## src/rtl/cdb_arbiter.sv

```systemverilog
// cdb_arbiter: round-robin arbiter of per-source write-back FIFOs onto the
// single common data bus (ROB write-back and reservation-station wakeup).
// Each source buffers results in a small FIFO so losing arbitration never
// stalls it. One registered result is driven per ready cycle, and a pipeline
// clear discards everything buffered.
module cdb_arbiter #(
    parameter int NUM_SRC    = 3,  // 0 = ALU, 1 = LSB, 2 = BRU; 2..8
    parameter int FIFO_DEPTH = 2,  // power of two, >= 2
    parameter int ROB_IDX_W  = 4
) (
    input  logic                          clk_in,
    input  logic                          rst_in,
    input  logic                          rdy_in,
    input  logic                          clear,
    input  logic [NUM_SRC-1:0]            src_valid,
    output logic [NUM_SRC-1:0]            src_ready,
    input  logic [NUM_SRC*ROB_IDX_W-1:0]  src_rob_idx,
    input  logic [NUM_SRC*32-1:0]         src_value,
    output logic                          cdb_valid,
    output logic [ROB_IDX_W-1:0]          cdb_rob_idx,
    output logic [31:0]                   cdb_value,
    output logic [2:0]                    cdb_src
);

    localparam int PTR_W   = $clog2(FIFO_DEPTH);
    localparam int CNT_W   = PTR_W + 1;
    localparam int ENTRY_W = ROB_IDX_W + 32;

    // FIFO storage, entry = {rob_idx, value}
    logic [ENTRY_W-1:0]   r_mem    [NUM_SRC][FIFO_DEPTH];
    logic [PTR_W-1:0]     r_wr_ptr [NUM_SRC];
    logic [PTR_W-1:0]     r_rd_ptr [NUM_SRC];
    logic [CNT_W-1:0]     r_count  [NUM_SRC];
    logic [2:0]           r_last_grant;

    logic                 r_cdb_valid;
    logic [ROB_IDX_W-1:0] r_cdb_rob_idx;
    logic [31:0]          r_cdb_value;
    logic [2:0]           r_cdb_src;

    logic [NUM_SRC-1:0]   w_ready;
    logic [NUM_SRC-1:0]   w_push;
    logic [NUM_SRC-1:0]   w_pop;
    logic                 w_found;
    logic                 w_fire;
    logic [2:0]           w_winner;
    logic [ENTRY_W-1:0]   w_head;

    // Accept logic: readiness is based on the registered count only, so a
    // full FIFO stays not-ready even in a cycle where it is being popped.
    always_comb begin
        for (int i = 0; i < NUM_SRC; i++) begin
            w_ready[i] = rdy_in && !clear && (r_count[i] < CNT_W'(FIFO_DEPTH));
            w_push[i]  = src_valid[i] && w_ready[i];
        end
    end

    assign src_ready = w_ready;

    // Round-robin search: first non-empty FIFO above last_grant, else wrap
    // around and take the first non-empty FIFO from index 0.
    always_comb begin
        // NOTE: every signal gets a default before any conditional update,
        // so no path through this block can leave a latch behind.
        w_found  = 1'b0;
        w_winner = r_last_grant;
        w_head   = '0;
        w_pop    = '0;
        for (int i = 0; i < NUM_SRC; i++) begin
            if (!w_found && (r_count[i] != '0) && (3'(i) > r_last_grant)) begin
                w_found  = 1'b1;
                w_winner = 3'(i);
                w_head   = r_mem[i][r_rd_ptr[i]];
            end
        end
        for (int i = 0; i < NUM_SRC; i++) begin
            if (!w_found && (r_count[i] != '0)) begin
                w_found  = 1'b1;
                w_winner = 3'(i);
                w_head   = r_mem[i][r_rd_ptr[i]];
            end
        end
        w_fire = rdy_in && !clear && w_found;
        for (int i = 0; i < NUM_SRC; i++) begin
            w_pop[i] = w_fire && (w_winner == 3'(i));
        end
    end

    // FIFO payload write on accepted pushes.
    // NOTE: the storage array has no reset; validity is tracked entirely by
    // the counts and pointers, so clearing the data itself is never needed.
    always_ff @(posedge clk_in) begin
        for (int i = 0; i < NUM_SRC; i++) begin
            if (w_push[i]) begin
                r_mem[i][r_wr_ptr[i]] <= {src_rob_idx[i*ROB_IDX_W +: ROB_IDX_W],
                                          src_value[i*32 +: 32]};
            end
        end
    end

    // Control state: pointers, counts, grant pointer and registered cdb.
    // NOTE: sequential state uses non-blocking assignments only, so every
    // register samples the pre-edge values of the others.
    always_ff @(posedge clk_in or negedge rst_in) begin
        if (!rst_in) begin
            for (int i = 0; i < NUM_SRC; i++) begin
                r_wr_ptr[i] <= '0;
                r_rd_ptr[i] <= '0;
                r_count[i]  <= '0;
            end
            r_last_grant  <= 3'(NUM_SRC - 1);
            r_cdb_valid   <= 1'b0;
            r_cdb_rob_idx <= '0;
            r_cdb_value   <= '0;
            r_cdb_src     <= '0;
        end else if (rdy_in) begin
            if (clear) begin
                // Flush: drop buffered results, keep the fairness pointer.
                for (int i = 0; i < NUM_SRC; i++) begin
                    r_wr_ptr[i] <= '0;
                    r_rd_ptr[i] <= '0;
                    r_count[i]  <= '0;
                end
                r_cdb_valid <= 1'b0;
            end else begin
                for (int i = 0; i < NUM_SRC; i++) begin
                    if (w_push[i]) r_wr_ptr[i] <= r_wr_ptr[i] + PTR_W'(1);
                    if (w_pop[i])  r_rd_ptr[i] <= r_rd_ptr[i] + PTR_W'(1);
                    r_count[i] <= r_count[i] + CNT_W'(w_push[i]) - CNT_W'(w_pop[i]);
                end
                r_cdb_valid <= w_found;
                if (w_found) begin
                    r_cdb_rob_idx <= w_head[ENTRY_W-1:32];
                    r_cdb_value   <= w_head[31:0];
                    r_cdb_src     <= w_winner;
                    r_last_grant  <= w_winner;
                end
            end
        end
    end

    assign cdb_valid   = r_cdb_valid;
    assign cdb_rob_idx = r_cdb_rob_idx;
    assign cdb_value   = r_cdb_value;
    assign cdb_src     = r_cdb_src;

endmodule

```

## config.mk

```make
export PLATFORM = sky130hd
export DESIGN_NAME = cdb_arbiter
export DESIGN_NICKNAME = d
export VERILOG_FILES = /design/src/rtl/cdb_arbiter.sv
export SDC_FILE = /design/constraint.sdc
export NUM_CORES = 1
export LEC_CHECK = 0
export BUFFER_PORTS_ARGS = -buffer_cell sky130_fd_sc_hd__buf_2
export CORE_AREA = 10 10 143 145
export CTS_CLUSTER_SIZE = 24
export DETAILED_ROUTE_END_ITERATION = 10
export DIE_AREA = 0 0 153 155
export PLACE_DENSITY = 0.86
export SYNTH_ARGS = -nofsm -noshare
export SYNTH_HDL_FRONTEND = slang
export SYNTH_SLANG_ARGS = --single-unit
```

## constraint.sdc

```tcl
create_clock -name clk_in -period 6.7 [get_ports clk_in]
set_clock_uncertainty 0.2 [all_clocks]
set_input_delay 0 -clock clk_in [delete_from_list [all_inputs] [get_ports clk_in]]
set_output_delay 0 -clock clk_in [all_outputs]
set_load 0.01 [all_outputs]
```

==> Implementation_results.wiki <==
{| class="wikitable"
! Metric !! Value
|-
| WHS Path Cells || 2
|-
| Average cell area after synthesis || 15.8 µm²
|-
| Layout Nets || 1,083
|-
| Syn Std Cell Area || around 10,000 µm²
|-
| Result of the run || complete, no violations
|-
| Routed wl met3 || 1830 µm
|-
| Initial antenna violation count || 2
|-
| Power per cell area || 357 nW/µm²
|-
| Top library cells by usage in the layout, fill and taps aside || edfxtp_1 (216), buf_2 (157), dlygate4sd3_1 (149), a21oi_1 (77), mux2i_1 (74)
|-
| Count of mapped cells out of synthesis || roughly 660
|-
| Wire length reported by the detailed router || between 20,000 and 30,000 µm
|-
| Detail Placement HPWL || roughly 15,000 µm
|-
| Leakage power total || 5.10 nW
|-
| Critical path's largest stage delay || around 640 ps
|-
| Vias in the first global route || 7,596
|-
| Net switching fraction of the power || 30.6%
|-
| Starting density of the core || 59.4%
|-
| Worst path required time || between 6000 and 7000 ps
|-
| CP Max Fanout || 38
|-
| Worst path cell trace || or2_0 -> a2111o_1 -> nand2_2 -> nand2_1 -> inv_1 -> ha_1 -> inv_1 -> ha_1 -> xnor2_1 -> nor3b_1 -> a21oi_1 -> o22ai_1
|-
| Violation count after the first detailed-route iteration || 516
|-
| Clock slew seen by the registers of the worst setup and hold paths || 60 ps
|-
| Worst Setup SP || r_count[0]
|-
| Final Non-Filler Cells || 1,213
|-
| Count of TritonRoute iterations in the first routing pass || 5
|-
| Nature of the critical path startpoint || flip-flop
|-
| GPL Wtd Cong || 0.773
|-
| DR DRC count || 0
|-
| Sequential fraction of design power || 46.0%
|-
| Number of sinks driven by the clock tree || 269
|-
| Root buffer selected by CTS || clkbuf_16
|-
| Average via count per standard cell || about 5.7
|-
| Utilization after layout || 78.1%
|-
| Setup WS post-layout || 3290 ps
|-
| IO buf count || 157
|-
| Top routing layer in use || met4
|-
| Placeable core area || 17,700 µm²
|-
| Number of buffers created by CTS || 26
|-
| Detail Route met2 WL || 14,500 µm
|-
| Maximum number of pins on one net before global-route repair || 54
|-
| Sequential element share of the synthesized area || 74.5%
|-
| Setup TNS || 0 ps
|-
| Post-CTS setup buffer count || 0
|-
| Area share of the largest cell type after synthesis || approximately 60%
|-
| Number of setup violations in the final report || 0
|-
| Pre-CTS setup slack || 3310 ps
|-
| Combinational share of power || 24.6%
|-
| Detailed-route wire length per cell || 22.6 µm
|-
| Maximum clock frequency || ~0.29 GHz
|-
| Cell at the slowest stage of the critical path || nand2_2
|-
| Number of pins with negative max-slew slack in the final report || 0
|-
| Height of the die || 155 µm
|-
| # placed instances || slightly above 1,000
|-
| Routed Antenna Nets || 0
|-
| Nets in the synthesized netlist || around 800
|-
| Buffer depth of the longest clock path || 3
|-
| Remaining max-slew budget at the tightest pin || 18.3%
|-
| Endpoint arrival time on the critical path || 3600 ps
|-
| Clock tree from TritonCTS || yes
|-
| IO Pins || ~160
|-
| Synth-to-Final Area Change || 31.4%
|-
| Biggest area contributors in the synthesized netlist || edfxtp_1 (62%), dfrtp_1 (12%), mux2i_1 (7.1%), mux2_2 (4.0%), a21oi_1 (3.7%)
|-
| Post-synth ARST share || between 15 and 20%
|-
| Fillers || 1,012
|-
| Total number of placement rows || 49
|-
| Net load switching power || around 1.5 mW
|-
| Number of H-tree levels || 1
|-
| Flip-flop and latch count after synthesis || 269
|-
| EDFF count, synth || 216
|-
| Setup repair after global routing missed its margin || no
|-
| Total die area || 23,700 µm²
|-
| Destination of the critical timing path || r_count[3]
|-
| Insertion delay of the later-clocked pin in the worst-skew pair || 520 ps
|-
| Worst r2r src || r_count[0]
|-
| Max capacitance violation total || 0
|-
| Dominant synthesized flop cell || edfxtp_1
|-
| Count of unique library cells instantiated by Yosys || 40
|-
| R2R Path End || r_count[3]
|-
| Cell accounting for the most synthesized area || edfxtp_1
|-
| Register-to-Register Setup Slack || ~3300 ps
|-
| Most common cell after layout, fill and taps aside || edfxtp_1
|-
| Total overflow reported by the global router || 0
|-
| Hold crit path type || in -> reg
|-
| Tcrit/Tclk final || about half
|-
| Layout cell share with drive strength beyond 1 || 25.8%
|-
| Setup CP Type || reg -> reg
|-
| Overall Global Routing Usage || 22.6%
|-
| Number of warnings issued by yosys || 0
|-
| Vias || 6,914
|-
| Max VDD drop || 0.275 mV
|-
| Total routed wire length on the met1 layer || 10,200 µm
|-
| Cell internal power dissipation || 3.41 mW
|-
| Worst Setup End Kind || flip-flop
|-
| Time the worst path needs with I/O delays and setup || 3410 ps
|-
| Slew of the pin with the lowest slew margin || 1220 ps
|-
| Width of the chip || 153 µm
|-
| Number of endpoints with negative hold slack in the final report || 0
|-
| Wire length of the first global-routing pass || approximately 42,000 µm
|-
| Clk pwr share || 29.4%
|-
| Length in cells of the worst reg-to-reg path || 12
|}
## cell families after synthesis
kind of cell,after synthesis,share of synthesized area [%]
flip-flops,269,74.5
multiplexers,111,11.0
buffers and inverters,55,2.74
AO/OA/AOI/OAI,138,7.49
adder cells (fa/ha/maj),6,0.716
AND/OR/NAND/NOR,81,3.29
XOR/XNOR,3,0.250
## power by group through the flow
stage	Sequential [mW]	Clock (mW)	Combinational [mW]
final	2.26	1.44	1.21
after global routing	2.29	1.53	1.33
after CTS	2.25	1.45	1.19
after detailed placement	2.28	0	1.11
after global placement	2.26	0	1.07
after floorplan	2.20	0	0.811
## cell type report
cell class	instances	area, µm²	area share (%)
timing repair buffer	311	2310	16.8
antenna	2	5.00	0.0363
sequential	269	7820	56.7
clock inverter	10	98.8	0.717
inverter	15	56.3	0.408
multi-input combinational	339	2460	17.8
clock buffer	38	747	5.42
tap	229	287	2.08
## metrics by stage
stage          hold WS [ps]  total power, mW  cell area, µm²
6_report               8.15             4.92           13800
5_1_grt                7.59             5.14           13800
4_1_cts               0.474             4.89           13800
3_5_place_dp          -9.01             3.39           11400
3_3_place_gp          -17.6             3.33           11400
2_1_floorplan          -496             3.01           10500
## worst min path at each step
stage | start | endpoint | slack, ps
after global placement | rst_in | cdb_value[27] | -20
after detailed placement | src_rob_idx[5] | r_mem[0][105] | -9
after CTS | src_value[37] | r_mem[0][113] | 0.5
after global routing | src_value[74] | r_mem[0][154] | 8
after floorplan | rst_in | cdb_rob_idx[0] | -500
final | src_value[58] | r_mem[0][134] | 8
## worst max-delay path, delay by kind of cell, from the launching register on
| kind | cells | cell delay, ps |
|---|---|---|
| buffers and inverters | 2 | 180 |
| adder cells (fa/ha/maj) | 2 | 370 |
| AO/OA/AOI/OAI | 3 | 700 |
| XOR/XNOR | 1 | 140 |
| flip-flops | 1 | 400 |
| AND/OR/NAND/NOR | 4 | 1260 |
## Yosys cell counts, drive strengths merged, types with 3 or more instances
cell type / instances
buf: 23
clkbuf: 17
o22ai: 41
mux2: 37
dfrtp: 52
nor2: 50
ha: 6
a21oi: 78
edfxtp: 216
or2: 3
nand2: 15
nor3b: 5
o21a: 3
inv: 15
o21ai: 7
mux2i: 74
## timing repair
| item | 4_1_cts | 5_1_grt |
|---|---|---|
| hold buffers | 149 | 0 |
| endpoints found under the hold margin | 282 | 0 |
| endpoints found under the setup margin | 0 | 0 |
| resized for setup | 0 | 0 |
## flip-flops by register name, indices dropped and copies added (netlist names)
| name | cells |
|---|---|
| cdb_rob_idx | 4 |
| cdb_src | 1 |
| cdb_valid | 1 |
| cdb_value | 32 |
| r_count | 6 |
| r_last_grant | 3 |
| r_mem | 216 |
| r_rd_ptr | 3 |
| r_wr_ptr | 3 |
## metal layers
layer / up-vias / global-route usage [%]
met5: - / 0
met4: 0 / 8.67
met3: 52 / 4.16
met2: 303 / 41.2
met1: 3440 / 25.8
li1: 3119 / -
Note: power is estimated with default switching activity, not from simulation.
